==> src/rtl/task_dispatch_scheduler.sv <==
// task_dispatch_scheduler
// Dispatches register-tagged tasks to two processors. Each processor has an
// IDLE/BOOT/RUN FSM; a register scoreboard (busy_mask) blocks RAW and WAW
// hazards until the owning processor signals completion via a rising edge
// on its processor_idle input.
// Optional feature macro: STALL_COUNTER_EN adds a saturating 16-bit
// stall_cnt output counting cycles with req_valid=1 and req_ready=0.
module task_dispatch_scheduler #(
    parameter int REGISTER_AMOUNT = 32,
    parameter int REG_CTN_WIDTH   = $clog2(REGISTER_AMOUNT)
) (
    input  logic                       clk,
    input  logic                       rst_n,
    input  logic                       req_valid,
    output logic                       req_ready,
    input  logic [REG_CTN_WIDTH-1:0]   req_rd,
    input  logic [REG_CTN_WIDTH-1:0]   req_rs1,
    input  logic [REG_CTN_WIDTH-1:0]   req_rs2,
    input  logic                       req_force_main,
    input  logic                       processor_idle_1,
    input  logic                       processor_idle_2,
    output logic                       boot_renew_register_1,
    output logic                       boot_renew_register_2,
    output logic [REG_CTN_WIDTH-1:0]   register_num,
    output logic [REGISTER_AMOUNT-1:0] busy_mask,
    output logic                       sched_idle
`ifdef STALL_COUNTER_EN
    ,
    output logic [15:0]                stall_cnt
`endif
);

    typedef enum logic [1:0] {
        ST_IDLE = 2'd0,
        ST_BOOT = 2'd1,
        ST_RUN  = 2'd2
    } fsm_state_t;

    // One-hot vector with a single bit set at register index idx.
    function automatic logic [REGISTER_AMOUNT-1:0] idx_onehot(input logic [REG_CTN_WIDTH-1:0] idx);
        logic [REGISTER_AMOUNT-1:0] v;
        v      = {REGISTER_AMOUNT{1'b0}};
        v[idx] = 1'b1;
        return v;
    endfunction

    fsm_state_t                 state1_r, state2_r;
    fsm_state_t                 state1_s, state2_s;
    logic [REG_CTN_WIDTH-1:0]   rd1_r, rd2_r;
    logic                       prev_idle1_r, prev_idle2_r;
    logic [REGISTER_AMOUNT-1:0] busy_r, busy_s;
    logic                       boot1_r, boot2_r;
    logic [REG_CTN_WIDTH-1:0]   regnum_r;
    logic                       sched_idle_r;

    logic free1_s, free2_s, hazard_s, sel1_s, sel2_s, ready_s;
    logic accept1_s, accept2_s, rise1_s, rise2_s, clr1_s, clr2_s;
    logic [REGISTER_AMOUNT-1:0] set_mask_s, clr_mask_s;

    // Request qualification: hazard checks use only the registered scoreboard.
    assign free1_s   = (state1_r == ST_IDLE) && processor_idle_1;
    assign free2_s   = (state2_r == ST_IDLE) && processor_idle_2;
    assign hazard_s  = busy_r[req_rs1] | busy_r[req_rs2] | busy_r[req_rd];
    assign sel1_s    = free1_s;
    assign sel2_s    = !free1_s && free2_s && !req_force_main;
    assign ready_s   = !hazard_s && (sel1_s || sel2_s);
    assign accept1_s = req_valid && ready_s && sel1_s;
    assign accept2_s = req_valid && ready_s && sel2_s;

    // Completion is a rising edge of processor_idle seen while in RUN.
    assign rise1_s = processor_idle_1 && !prev_idle1_r;
    assign rise2_s = processor_idle_2 && !prev_idle2_r;
    assign clr1_s  = (state1_r == ST_RUN) && rise1_s;
    assign clr2_s  = (state2_r == ST_RUN) && rise2_s;

    // Next-state logic for both processor FSMs.
    always_comb begin
        state1_s = state1_r;
        state2_s = state2_r;
        case (state1_r)
            ST_IDLE: state1_s = accept1_s ? ST_BOOT : ST_IDLE;
            ST_BOOT: state1_s = ST_RUN;
            ST_RUN:  state1_s = clr1_s ? ST_IDLE : ST_RUN;
            default: state1_s = ST_IDLE;
        endcase
        case (state2_r)
            ST_IDLE: state2_s = accept2_s ? ST_BOOT : ST_IDLE;
            ST_BOOT: state2_s = ST_RUN;
            ST_RUN:  state2_s = clr2_s ? ST_IDLE : ST_RUN;
            default: state2_s = ST_IDLE;
        endcase
    end

    // Scoreboard update: completions clear their own bit, an accepted non-zero rd sets its bit.
    always_comb begin
        set_mask_s = {REGISTER_AMOUNT{1'b0}};
        clr_mask_s = {REGISTER_AMOUNT{1'b0}};
        if ((accept1_s || accept2_s) && (req_rd != {REG_CTN_WIDTH{1'b0}})) begin
            set_mask_s = idx_onehot(req_rd);
        end else begin
            set_mask_s = {REGISTER_AMOUNT{1'b0}};
        end
        if (clr1_s) begin
            clr_mask_s = clr_mask_s | idx_onehot(rd1_r);
        end else begin
            clr_mask_s = clr_mask_s;
        end
        if (clr2_s) begin
            clr_mask_s = clr_mask_s | idx_onehot(rd2_r);
        end else begin
            clr_mask_s = clr_mask_s;
        end
        busy_s = ((busy_r & ~clr_mask_s) | set_mask_s) & ~idx_onehot({REG_CTN_WIDTH{1'b0}});
    end

    // FSM state, latched destinations and idle-edge history.
    always_ff @(posedge clk or negedge rst_n) begin
        if (!rst_n) begin
            state1_r     <= ST_IDLE;
            state2_r     <= ST_IDLE;
            rd1_r        <= {REG_CTN_WIDTH{1'b0}};
            rd2_r        <= {REG_CTN_WIDTH{1'b0}};
            prev_idle1_r <= 1'b1;
            prev_idle2_r <= 1'b1;
            busy_r       <= {REGISTER_AMOUNT{1'b0}};
        end else begin
            state1_r     <= state1_s;
            state2_r     <= state2_s;
            rd1_r        <= accept1_s ? req_rd : rd1_r;
            rd2_r        <= accept2_s ? req_rd : rd2_r;
            prev_idle1_r <= processor_idle_1;
            prev_idle2_r <= processor_idle_2;
            busy_r       <= busy_s;
        end
    end

    // Registered boot pulses, boot register index and scheduler-idle flag.
    always_ff @(posedge clk or negedge rst_n) begin
        if (!rst_n) begin
            boot1_r      <= 1'b0;
            boot2_r      <= 1'b0;
            regnum_r     <= {REG_CTN_WIDTH{1'b0}};
            sched_idle_r <= 1'b1;
        end else begin
            boot1_r      <= accept1_s;
            boot2_r      <= accept2_s;
            regnum_r     <= (accept1_s || accept2_s) ? req_rd : {REG_CTN_WIDTH{1'b0}};
            sched_idle_r <= (state1_s == ST_IDLE) && (state2_s == ST_IDLE) &&
                            (busy_s == {REGISTER_AMOUNT{1'b0}});
        end
    end

`ifdef STALL_COUNTER_EN
    logic [15:0] stall_cnt_r;

    // Saturating count of cycles where a request waits.
    always_ff @(posedge clk or negedge rst_n) begin
        if (!rst_n) begin
            stall_cnt_r <= 16'd0;
        end else if (req_valid && !ready_s && (stall_cnt_r != 16'hFFFF)) begin
            stall_cnt_r <= stall_cnt_r + 16'd1;
        end else begin
            stall_cnt_r <= stall_cnt_r;
        end
    end

    assign stall_cnt = stall_cnt_r;
`endif

    assign req_ready             = ready_s;
    assign boot_renew_register_1 = boot1_r;
    assign boot_renew_register_2 = boot2_r;
    assign register_num          = regnum_r;
    assign busy_mask             = busy_r;
    assign sched_idle            = sched_idle_r;

endmodule
==> config.mk <==
export PLATFORM = sky130hd
export DESIGN_NAME = task_dispatch_scheduler
export DESIGN_NICKNAME = d
export VERILOG_FILES = /design/src/rtl/task_dispatch_scheduler.sv
export SDC_FILE = /design/constraint.sdc
export NUM_CORES = 1
export LEC_CHECK = 0
export CORE_MARGIN = 3
export CORE_UTILIZATION = 54
export DETAILED_ROUTE_END_ITERATION = 12
export PLACE_DENSITY = 0.81
export REMOVE_ABC_BUFFERS = 1
export SLEW_MARGIN = 20
export SYNTH_ARGS = -nofsm -noshare
export SYNTH_HDL_FRONTEND = slang
export SYNTH_SLANG_ARGS = --single-unit
export TNS_END_PERCENT = 5
==> constraint.sdc <==
create_clock -name clk -period 3.2 [get_ports clk]
set_input_delay 0.8 -clock clk [delete_from_list [all_inputs] [get_ports clk]]
set_output_delay 0.8 -clock clk [all_outputs]
set_load 0.005 [all_outputs]
# Word-level counts from Yosys, hierarchy flattened
# Cells that the tools add are included.
# totals
regBits	55
inputBits	21
output_inout_bits	41
elab_cells	82
# op_classes
magnitude_cmp	8
n_eq_ne	4
muxes	22
n_bitwise	6
n_reduce_logical	31
# op_table
cell	n
$mux 32	3
$or 32x32->32	2
$and 32x32->32	1
$logic_not 32->1	1
$not 32->32	1
$lt 5x6->1 const B	5
$logic_and 1x1->1	18
$bmux 1 s5	3
$demux 1 s5	3
$ge 5x1->1 const B	3
$pmux 2 s3	2
$logic_not 2->1	4
$mux 1	8
$logic_not 1->1	5
$mux 5	1
$reduce_bool 5->1	1
$eq 2x1->1 const B	2
$eq 2x2->1 const B	2
$mux 2	2
$logic_or 1x1->1	2
$or 1x1->1	2

# Longest topological paths before layout
# Gate-level depths: netlist of run 1.
# logic_depth
ltp_word	15
depth_mapped	11

# Worst setup path before layout of run 1
# Ideal clock, no wire load.
# synth_timing
path_type	in2out
from	in req_rs1[0]
to	out req_ready
t_arrival_ps	2297
t_required_ps	2400
setup_slack_ps	103
cell_stages	7
path_buffers	1
cell_sequence	buf_6 -> mux4_1 -> o2111ai_1 -> nand4_1 -> nor3_4 -> nand2_4 -> inv_4
# synth_via
elab_chain_cells	6
# synth_lines
element	line_no	rtl
start, declared	17	input logic [REG_CTN_WIDTH-1:0] req_rs1,
$bmux 1 s5	63	assign hazard_s = busy_r[req_rs1] | busy_r[req_rs2] | busy_r[req_rd];
$mux 1 (implied by the code)	63	
$or 1x1->1 (2 in series)	63	
$logic_not 1->1	66	assign ready_s = !hazard_s && (sel1_s || sel2_s);
$logic_and 1x1->1	66	
end, declared	15	output logic req_ready,
# Every way passes these cells. The select of a mux whose other input is x is not followed.

# Worst setup path after layout of run 1
# layout_timing
from	in req_rd[1]
to	out req_ready
# layout_via
elab_chain_cells	5
# layout_lines
element	line_no	rtl
start, declared	16	input logic [REG_CTN_WIDTH-1:0] req_rd,
$bmux 1 s5	63	
$mux 1 (implied by the code)	63	
$or 1x1->1	63	
$logic_not 1->1	66	
$logic_and 1x1->1	66	
# Every way passes these cells. The select of a mux whose other input is x is not followed.

==> results of run 1 <==
## stage by stage
step / setup WS [ns] / area (sq um) / hold WS (ns) / TNS, ns
4_1_cts: -0.144 / 4970 / 0.395 / -0.144
3_5_place_dp: -0.964 / 4790 / 0.561 / -19.66
5_1_grt: -0.185 / 5000 / 0.391 / -0.185
3_3_place_gp: -0.888 / 4790 / 0.539 / -14.55
2_1_floorplan: 0.233 / 3440 / 0.504 / 0
6_report: -0.0879 / 5000 / 0.390 / -0.0879
## cell type report
type | instances | area share
Multi-Input combinational cell | 248 | 0.413
Clock buffer | 5 | 0.0138
Tap cell | 77 | 0.0193
Sequential cell | 55 | 0.276
Timing Repair Buffer | 153 | 0.261
Inverter | 16 | 0.0125
Clock inverter | 3 | 0.00450
## cell usage after synthesis (3+ instances only)
library cell	n	area share
mux4_2	8	0.050
nand4_1	7	0.012
dfrtp_1	52	0.36
o221ai_1	27	0.066
buf_6	9	0.028
a31oi_1	5	0.0087
nor2_1	17	0.018
inv_1	15	0.016
o22ai_1	3	0.0052
mux4_1	3	0.022
mux2_2	7	0.022
nor3_1	5	0.0070
o221a_2	3	0.0094
mux2_4	6	0.025
nand4b_1	3	0.0073
and3_2	5	0.010
o21ai_0	24	0.033
nand2b_1	4	0.0070
or3b_2	5	0.012
nand3_1	11	0.015
nand2_1	23	0.024
nor4_1	3	0.0052
dfstp_2	3	0.022
nand3b_1	13	0.027
clkbuf_1	4	0.0042
or3_1	4	0.0070
buf_4	3	0.0063
nor2b_1	4	0.0070
a22oi_1	3	0.0063
mux2i_1	25	0.070
## worst min-delay path by stage
| stage | from | endpoint | slack [ns] | cells after the start |
|---|---|---|---|---|
| 3_3_place_gp | state1_r[1]$_DFF_PN0_ | state1_r[1]$_DFF_PN0_ | 0.54 | 1 |
| 5_1_grt | rst_n | rd1_r[4]$_DFFE_PN0N_ | 0.39 | 1 |
| 6_report | rst_n | rd1_r[0]$_DFFE_PN0N_ | 0.39 | 1 |
| 4_1_cts | rst_n | rd1_r[3]$_DFFE_PN0N_ | 0.39 | 1 |
| 3_5_place_dp | state1_r[1]$_DFF_PN0_ | state1_r[1]$_DFF_PN0_ | 0.56 | 1 |
| 2_1_floorplan | rst_n | boot_renew_register_1$_DFF_PN0_ | 0.50 | 0 |
## flip-flops by register name (all words and copies together) (netlist names)
signal / count
busy_mask: 31
rd1_r: 5
rd2_r: 5
register_num: 5
state1_r: 2
state2_r: 2
boot_renew_register_1: 1
boot_renew_register_2: 1
prev_idle1_r: 1
prev_idle2_r: 1
sched_idle: 1
## timing repair
action,CTS,global route
setup buffers,3,2
resized for setup,46,16
gates cloned,0,0
pin swaps,8,7
endpoints found under the setup margin,27,8
## where the power goes
| part | internal (W) | switching, W |
|---|---|---|
| sequential | 0.000879 | 0.000317 |
| clock | 0.000157 | 0.000239 |
| combinational | 0.000793 | 0.000674 |
| total | 0.00183 | 0.00123 |
## cells by family after synthesis
group / Yosys count / share of synthesized area
and+or+nand+nor: 119 / 0.205
AOI/OAI and AO/OA: 79 / 0.160
muxes: 49 / 0.189
other: 1 / 0.00104
DFF: 55 / 0.384
buffers and inverters: 36 / 0.0609
## metal layers
| metal | share of wire | wire length [um] | track usage |
|---|---|---|---|
| met2 | 0.45 | 6390 | 0.588 |
| met1 | 0.38 | 5360 | 0.522 |
| met4 | 0.045 | 646 | 0.159 |
| met5 | 0 | 0 | 0 |
| met3 | 0.13 | 1850 | 0.0903 |
==> impl_metrics.json, run 1 <==
{
  "most-common-layout-cells": "88 x buf_4, 52 x dfrtp_1, 43 x clkdlybuf4s50_1",
  "fillCellCount": 450,
  "start_util": 0.563,
  "finalMaxSlewViolations": 0,
  "grt_pass1_wl_mm": 21.5,
  "path_delay_family": "buffers and inverters",
  "ios": 62,
  "rr_endpoint": "rd2_r[2]$_DFFE_PN0P_",
  "die_area_sq_mm": 0.00767,
  "ant_nets": 0,
  "final_common_cell": "buf_4",
  "hold_path.class": "primary input to asynchronous set/reset pin",
  "drc": 0,
  "worst_slack_ns": -0.0879,
  "yosys.cell_types.count": 58,
  "syn-instance-count": 339,
  "power_density_mw_per_mm2": 612,
  "cp.required_ns": 2.40,
  "ys_ff_latch": 55,
  "final_layout_size_suffix_gt1_frac": 0.354,
  "portBuffers": 60,
  "hold_viol": 0,
  "critPathLaunch": "req_rd[1]",
  "cts_tree": "yes",
  "skew_ns": 0.0165,
  "reg2reg_depth": 11,
  "htreeDepth": 2,
  "critical_path_arrival_ns": 2.49,
  "ys_warn_count": 0,
  "antenna_found_initial": 0,
  "rsz0062_at_grt": "yes",
  "via_per_inst": 6.83,
  "chipWidth_um": 87.6,
  "rrSetupSlack_ns": 0.32,
  "dp_hpwl_mm": 10.9,
  "grt_max_degree": 22,
  "syn2layout_area_growth_pct": 39.2,
  "synth_edf_count": 0,
  "critPathBufInv": 4,
  "cp-end-kind": "output port",
  "core_region_area_sq_mm": 0.00639,
  "numPlacedInstances": 544,
  "worstPathMaxFanout": 10,
  "initialDrtViolationCount": 516,
  "critPathLaunchType": "primary input",
  "worst_ir_drop_vdd_uv": 515,
  "finalCritPeriodShare": 1.03,
  "die_y_um": 87.6,
  "vias": 3803,
  "min_period_ns": 3.29,
  "totalWireLength_mm": 14.2,
  "final_cells": 557,
  "cts_buffers": 5,
  "clk_pin_slew_ns": 0.10,
  "max_cap_viol_count": 0,
  "rows": 29,
  "total_power_w": 0.00306,
  "postLayoutCoreUtil": 0.783,
  "cp.depth": 10,
  "clk_path_buf_depth": 2,
  "first_pass_iters": 6,
  "cp_cell_sequence": "clkdlybuf4s15_2, buf_4, mux2i_1, o32ai_2, a21oi_2, nand4b_1, nor3_4, nand2_4, inv_4, buf_6",
  "seq_area_sq_mm": 0.00138,
  "antennaDiodeCount": 0,
  "overflow": 0,
  "clk_latency_ns": 0.32,
  "crit_end": "req_ready",
  "slowest_stage": "mux2i_1",
  "r2r_start": "busy_mask[9]$_DFF_PN0_",
  "status": "complete, but fails checks",
  "multiInputGateArea_sq_mm": 0.00207,
  "max_stage_delay_ns": 0.27,
  "async_flop_share": 1.00,
  "hold_buffers": 0,
  "place_congestion": 1.04,
  "synth.avg_cell_area_sq_um": 10.6,
  "synth_area_sq_mm": 0.00359,
  "root_buffer": "clkbuf_8",
  "synth_flop_cell": "dfrtp_1",
  "power.leakage_nw": 2.30,
  "grt_util_all_layers": 0.382,
  "setup.worst_path.class": "primary input to output port",
  "clock.fmax_ghz": 0.304,
  "violations": "setup timing",
  "setup_violations": 1,
  "grt_pass1_vias": 3762,
  "cts.sinks": 55,
  "wl_per_cell_um": 25.6,
  "nets": 500,
  "seq_area_frac_synth": 0.384
}
Note: power is estimated with default switching activity, not from simulation.
==> run 2, diff against run 1 <==
CORE_UTILIZATION = 48   (was 54)
CTS_CLUSTER_SIZE = 30   (was not set)
PLACE_DENSITY = 0.76   (was 0.81)
clock period = 2.9 ns   (was 3.2 ns; I/O delays follow)
==> run 2 against run 1 <==
Effect of this change: the run still ends with setup timing left; utilization down 3.3 points; final cell count is 8.3% higher; final area is 5.4% higher; critical path depth down 1; first-iteration DRC count fell by 21%; hold slack gained 0.057 ns; clock skew grew 0.0021 ns; non-clock buffer count is 27 higher; clock power rose by 41%; critical endpoint unchanged.
==> impl_metrics.json, run 2 (synthesized netlist as in run 1, its figures left out) <==
{
  "rrSetupSlack_ns": 0.03,
  "reg2reg_depth": 10,
  "final_common_cell": "buf_4",
  "place_ws_ns": -1.10,
  "rows": 30,
  "syn2layout_area_growth_pct": 46.7,
  "max_cap_viol_count": 0,
  "final_cells": 603,
  "hold_path.class": "primary input to asynchronous set/reset pin",
  "antennaDiodeCount": 0,
  "largest_reg_flops": 31,
  "grt_pass1_vias": 3852,
  "antenna_found_initial": 0,
  "overflow": 0,
  "cts_tree": "yes",
  "postLayoutCoreUtil": 0.751,
  "clk_latency_ns": 0.33,
  "worstPathMaxFanout": 2,
  "dp_hpwl_mm": 11.2,
  "first_pass_iters": 5,
  "via_per_inst": 6.33,
  "critPathBufInv": 3,
  "holdWs_ns": 0.447,
  "max_stage_delay_ns": 0.44,
  "stdcell_area_sq_mm": 0.00527,
  "critical_path_arrival_ns": 2.42,
  "die_y_um": 92.5,
  "multiInputGateArea_sq_mm": 0.00209,
  "worst_slack_ns": -0.249,
  "critPathLaunch": "req_force_main",
  "portBuffers": 60,
  "nets": 527,
  "drc": 0,
  "place_congestion": 1.03,
  "rr_endpoint": "rd2_r[0]$_DFFE_PN0P_",
  "power_density_mw_per_mm2": 686,
  "cts_buffers": 5,
  "start_util": 0.512,
  "tightest_slew_ns": 0.743,
  "core_region_area_sq_mm": 0.00702,
  "htreeDepth": 2,
  "seq_area_sq_mm": 0.00138,
  "grt_pass1_wl_mm": 22.3,
  "slowest_stage": "clkdlybuf4s50_1",
  "cp-end-kind": "output port",
  "clk_pin_slew_ns": 0.12,
  "totalWireLength_mm": 14.3,
  "clk_path_buf_depth": 2,
  "rsz0062_at_grt": "yes",
  "setup.worst_path.class": "primary input to output port",
  "numPlacedInstances": 588,
  "ios": 62,
  "root_buffer": "clkbuf_8",
  "critPathLaunchType": "primary input",
  "fillCellCount": 511,
  "finalMaxSlewViolations": 0,
  "timing.slew.headroom": 0.505,
  "hold_viol": 0,
  "initialDrtViolationCount": 409,
  "violations": "setup timing",
  "worst_ir_drop_vdd_uv": 511,
  "path_delay_family": "simple AND/OR/NAND/NOR gates",
  "place_area_sq_mm": 0.00500,
  "min_period_ns": 3.15,
  "skew_ns": 0.0186,
  "most-common-layout-cells": "116 x buf_4, 52 x dfrtp_1, 45 x clkdlybuf4s50_1",
  "ant_nets": 0,
  "clock.fmax_ghz": 0.318,
  "cp.required_ns": 2.17,
  "hold_buffers": 0,
  "final_layout_size_suffix_gt1_frac": 0.398,
  "grt_util_all_layers": 0.344,
  "cp_cell_sequence": "clkdlybuf4s50_1, nor4b_4, o32ai_2, a21oi_2, nand4b_1, nor3_4, nand2_4, inv_4, buf_6",
  "status": "complete, but fails checks",
  "crit_end": "req_ready",
  "power.leakage_nw": 2.43,
  "cp.depth": 9,
  "finalCritPeriodShare": 1.09,
  "cts.sinks": 55,
  "grt_max_degree": 33,
  "vias": 3817,
  "die_area_sq_mm": 0.00856,
  "chipWidth_um": 92.5,
  "wl_per_cell_um": 23.7,
  "setup_violations": 9,
  "r2r_start": "busy_mask[3]$_DFF_PN0_"
}
[run 2: changes by cell type in the layout (fill, tap and decap cells not counted), moves of 2 or more]
cell,previous run,this run
buf_4,88,116
buf_6,8,6
clkdlybuf4s50_1,43,45
dlymetal6s2s_1,4,1
mux2i_1,23,25
o21ai_0,24,18
o21ai_1,0,5
o221ai_1,27,24
o221ai_2,0,3
[run 2: layer usage]
metal,GRT usage,vias up,share of wire
met5,0,-,0
met4,0.106,0,0.029
met3,0.0926,46,0.11
met2,0.553,283,0.46
met1,0.454,1833,0.39
li1,-,1655,-
[run 2: worst min-delay path by stage]
stage / to / slack [ns] / cells past startpoint / startpoint
finish: state2_r[0]$_DFF_PN0_ / 0.45 / 1 / rst_n
global route: state2_r[1]$_DFF_PN0_ / 0.50 / 1 / rst_n
CTS: boot_renew_register_1$_DFF_PN0_ / 0.47 / 1 / rst_n
detailed placement: rd2_r[1]$_DFFE_PN0P_ / 0.56 / 1 / rd2_r[1]$_DFFE_PN0P_
global placement: state1_r[1]$_DFF_PN0_ / 0.54 / 1 / state1_r[1]$_DFF_PN0_
floorplan: boot_renew_register_1$_DFF_PN0_ / 0.43 / 0 / rst_n
[run 2: final cells by class]
| class | count | share of cell area |
|---|---|---|
| multi-input combinational | 248 | 0.396 |
| timing repair buffer | 180 | 0.285 |
| sequential | 55 | 0.262 |
| tap | 96 | 0.0228 |
| clock buffer | 5 | 0.0131 |
| inverter | 16 | 0.0119 |
| clock inverter | 3 | 0.00950 |
[run 2: repair_timing]
item | 4_1_cts | 5_1_grt
setup buffers | 5 | 4
resized for setup | 51 | 24
pin swaps | 11 | 12
setup endpoints to repair | 44 | 21
[run 2: power by group]
part,internal (W),leakage [nW],switching (W)
clock,0.000267,0.0607,0.000291
combinational,0.000972,1.65,0.000813
sequential,0.000971,0.714,0.000303
[run 2: through the flow]
step | TNS (ns) | power [W]
after floorplan | 0 | 0.00189
after global placement | -31.07 | 0.00291
after detailed placement | -29.83 | 0.00294
after CTS | -0.629 | 0.00353
after global routing | -2.38 | 0.00377
final | -0.732 | 0.00362
==> run 3, diff against run 2 <==
PLACE_DENSITY = not set   (was 0.76)
PLACE_DENSITY_LB_ADDON = 0.2   (was not set)
==> run 3 against run 2 <==
Effect of this change: the run still ends with setup timing left; clock skew is 0.0080 ns lower; utilization grew 0.84 points; register-to-register slack worse by 0.03 ns; die area is the same; hold slack gained 0.091 ns; worst setup slack gained 0.051 ns; total power shrank 0.77%; routed wire length rose by 3.2%; via count up 3.4%; critical path depth grew 1; final cell count grew 1.0%; global-route usage rose by 0.53 points; critical path type unchanged.
==> impl_metrics.json, run 3 (synthesized netlist as in run 1, its figures left out) <==
{
  "vias": 3947,
  "violations": "setup timing",
  "final_common_cell": "buf_4",
  "initialDrtViolationCount": 577,
  "finalCritPeriodShare": 1.07,
  "fillCellCount": 500,
  "start_util": 0.512,
  "final_layout_size_suffix_gt1_frac": 0.405,
  "grt_max_degree": 56,
  "critPathBufInv": 4,
  "worst_slack_ns": -0.198,
  "largest_reg_flops": 31,
  "status": "complete, but fails checks",
  "worst_ir_drop_vdd_uv": 533,
  "clk_pin_slew_ns": 0.11,
  "stdcell_area_sq_mm": 0.00533,
  "nets": 533,
  "place_area_sq_mm": 0.00502,
  "finalMaxSlewViolations": 0,
  "min_period_ns": 3.10,
  "worstPathMaxFanout": 3,
  "ios": 62,
  "chipWidth_um": 92.5,
  "die_area_sq_mm": 0.00856,
  "total_power_w": 0.00359,
  "critPathLaunchType": "primary input",
  "place_ws_ns": -1.07,
  "grt_pass1_vias": 3930,
  "first_pass_iters": 5,
  "dp_hpwl_mm": 11.2,
  "grt_util_all_layers": 0.350,
  "clk_latency_ns": 0.32,
  "antenna_found_initial": 1,
  "cp_common_cell": "buf_6",
  "wl_per_cell_um": 24.2,
  "most-common-layout-cells": "119 x buf_4, 52 x dfrtp_1, 43 x clkdlybuf4s50_1",
  "overflow": 0,
  "place_congestion": 1.04,
  "drc": 0,
  "root_buffer": "clkbuf_8",
  "die_y_um": 92.5,
  "critical_path_arrival_ns": 2.37,
  "via_per_inst": 6.48,
  "hold_path.class": "primary input to asynchronous set/reset pin",
  "timing.slew.headroom": 0.523,
  "power.leakage_nw": 2.48,
  "multiInputGateArea_sq_mm": 0.00210,
  "max_cap_viol_count": 0,
  "cts_tree": "yes",
  "cts.sinks": 55,
  "cp.required_ns": 2.17,
  "skew_ns": 0.0106,
  "setup_violations": 13,
  "cp-end-kind": "output port",
  "cp_cell_sequence": "buf_8, buf_6, mux4_2, nand2b_1, nand4b_1, nand4_1, nor3_4, nand2_4, inv_4, buf_6",
  "core_region_area_sq_mm": 0.00702,
  "antennaDiodeCount": 0,
  "cts_buffers": 5,
  "ant_nets": 0,
  "clock.fmax_ghz": 0.323,
  "seq_area_sq_mm": 0.00138,
  "rsz0062_at_grt": "yes",
  "grt_pass1_wl_mm": 22.6,
  "hold_buffers": 0,
  "hold_viol": 0,
  "setup.worst_path.class": "primary input to output port",
  "tightest_slew_ns": 0.716,
  "totalWireLength_mm": 14.7,
  "rows": 30,
  "postLayoutCoreUtil": 0.759,
  "power_density_mw_per_mm2": 674,
  "htreeDepth": 2,
  "syn2layout_area_growth_pct": 48.3,
  "rrSetupSlack_ns": 0,
  "path_delay_family": "simple AND/OR/NAND/NOR gates",
  "max_stage_delay_ns": 0.48,
  "slowest_stage": "mux4_2",
  "portBuffers": 60,
  "clk_path_buf_depth": 2
}
run 3: cell types whose count changed in the layout (fill, tap and decap cells not counted), moves of 2 or more:
cell	change
a31oi_1	-2
buf_4	+3
clkdlybuf4s50_1	-2
dlymetal6s2s_1	+2
o21ai_0	+4
o21ai_1	-3
o221ai_1	+2
o221ai_2	-2
run 3: area by class of cell:
| class | count | area share |
|---|---|---|
| multi-input cells | 248 | 0.394 |
| repair buffers | 186 | 0.295 |
| clock buffers | 5 | 0.0129 |
| well taps | 96 | 0.0225 |
| flip-flops and latches | 55 | 0.259 |
| clock inverters | 3 | 0.00446 |
| inverters | 16 | 0.0117 |
run 3: path summary, 6_finish.rpt:
path / startpoint / endpoint / depth (start not counted)
setup reg to reg: busy_mask[27]$_DFF_PN0_ / rd2_r[2]$_DFFE_PN0P_ / 12
hold reg to reg: rd2_r[1]$_DFFE_PN0P_ / rd2_r[1]$_DFFE_PN0P_ / 1
min in group clk: rd2_r[1]$_DFFE_PN0P_ / rd2_r[1]$_DFFE_PN0P_ / 1
setup / recovery: req_rs2[1] / req_ready / 10
max in group asynchronous: rst_n / busy_mask[18]$_DFF_PN0_ / 2
hold / removal: rst_n / state1_r[0]$_DFF_PN0_ / 2
run 3: power breakdown:
part           total, W  switching, W  leakage (nW)  internal (W)
logic           0.00182      0.000807          1.72       0.00101
clock network  0.000458      0.000282        0.0461      0.000175
registers       0.00132      0.000346         0.714      0.000970
total           0.00359       0.00143          2.48       0.00215
run 3: per-stage QoR:
stage,std cells,hold slack (ns),setup TNS [ns]
detailed placement,590,0.570,-28.63
global route,609,0.574,-2.15
CTS,608,0.563,-0.652
finish,609,0.539,-0.816
floorplan,319,0.429,0
global placement,590,0.546,-27.72
run 3: repair_timing:
action	4_1_cts	5_1_grt
setup buffers	10	2
setup endpoints to repair	41	23
pin swaps	12	8
resized for setup	49	27
run 3: metal layers:
layer  track usage  up-vias  wire [um]
li1              -     1661          -
met3        0.0902       65       1670
met5             0        -         20
met4         0.131        2        663
met2         0.533      306       6440
met1         0.478     1913       5940
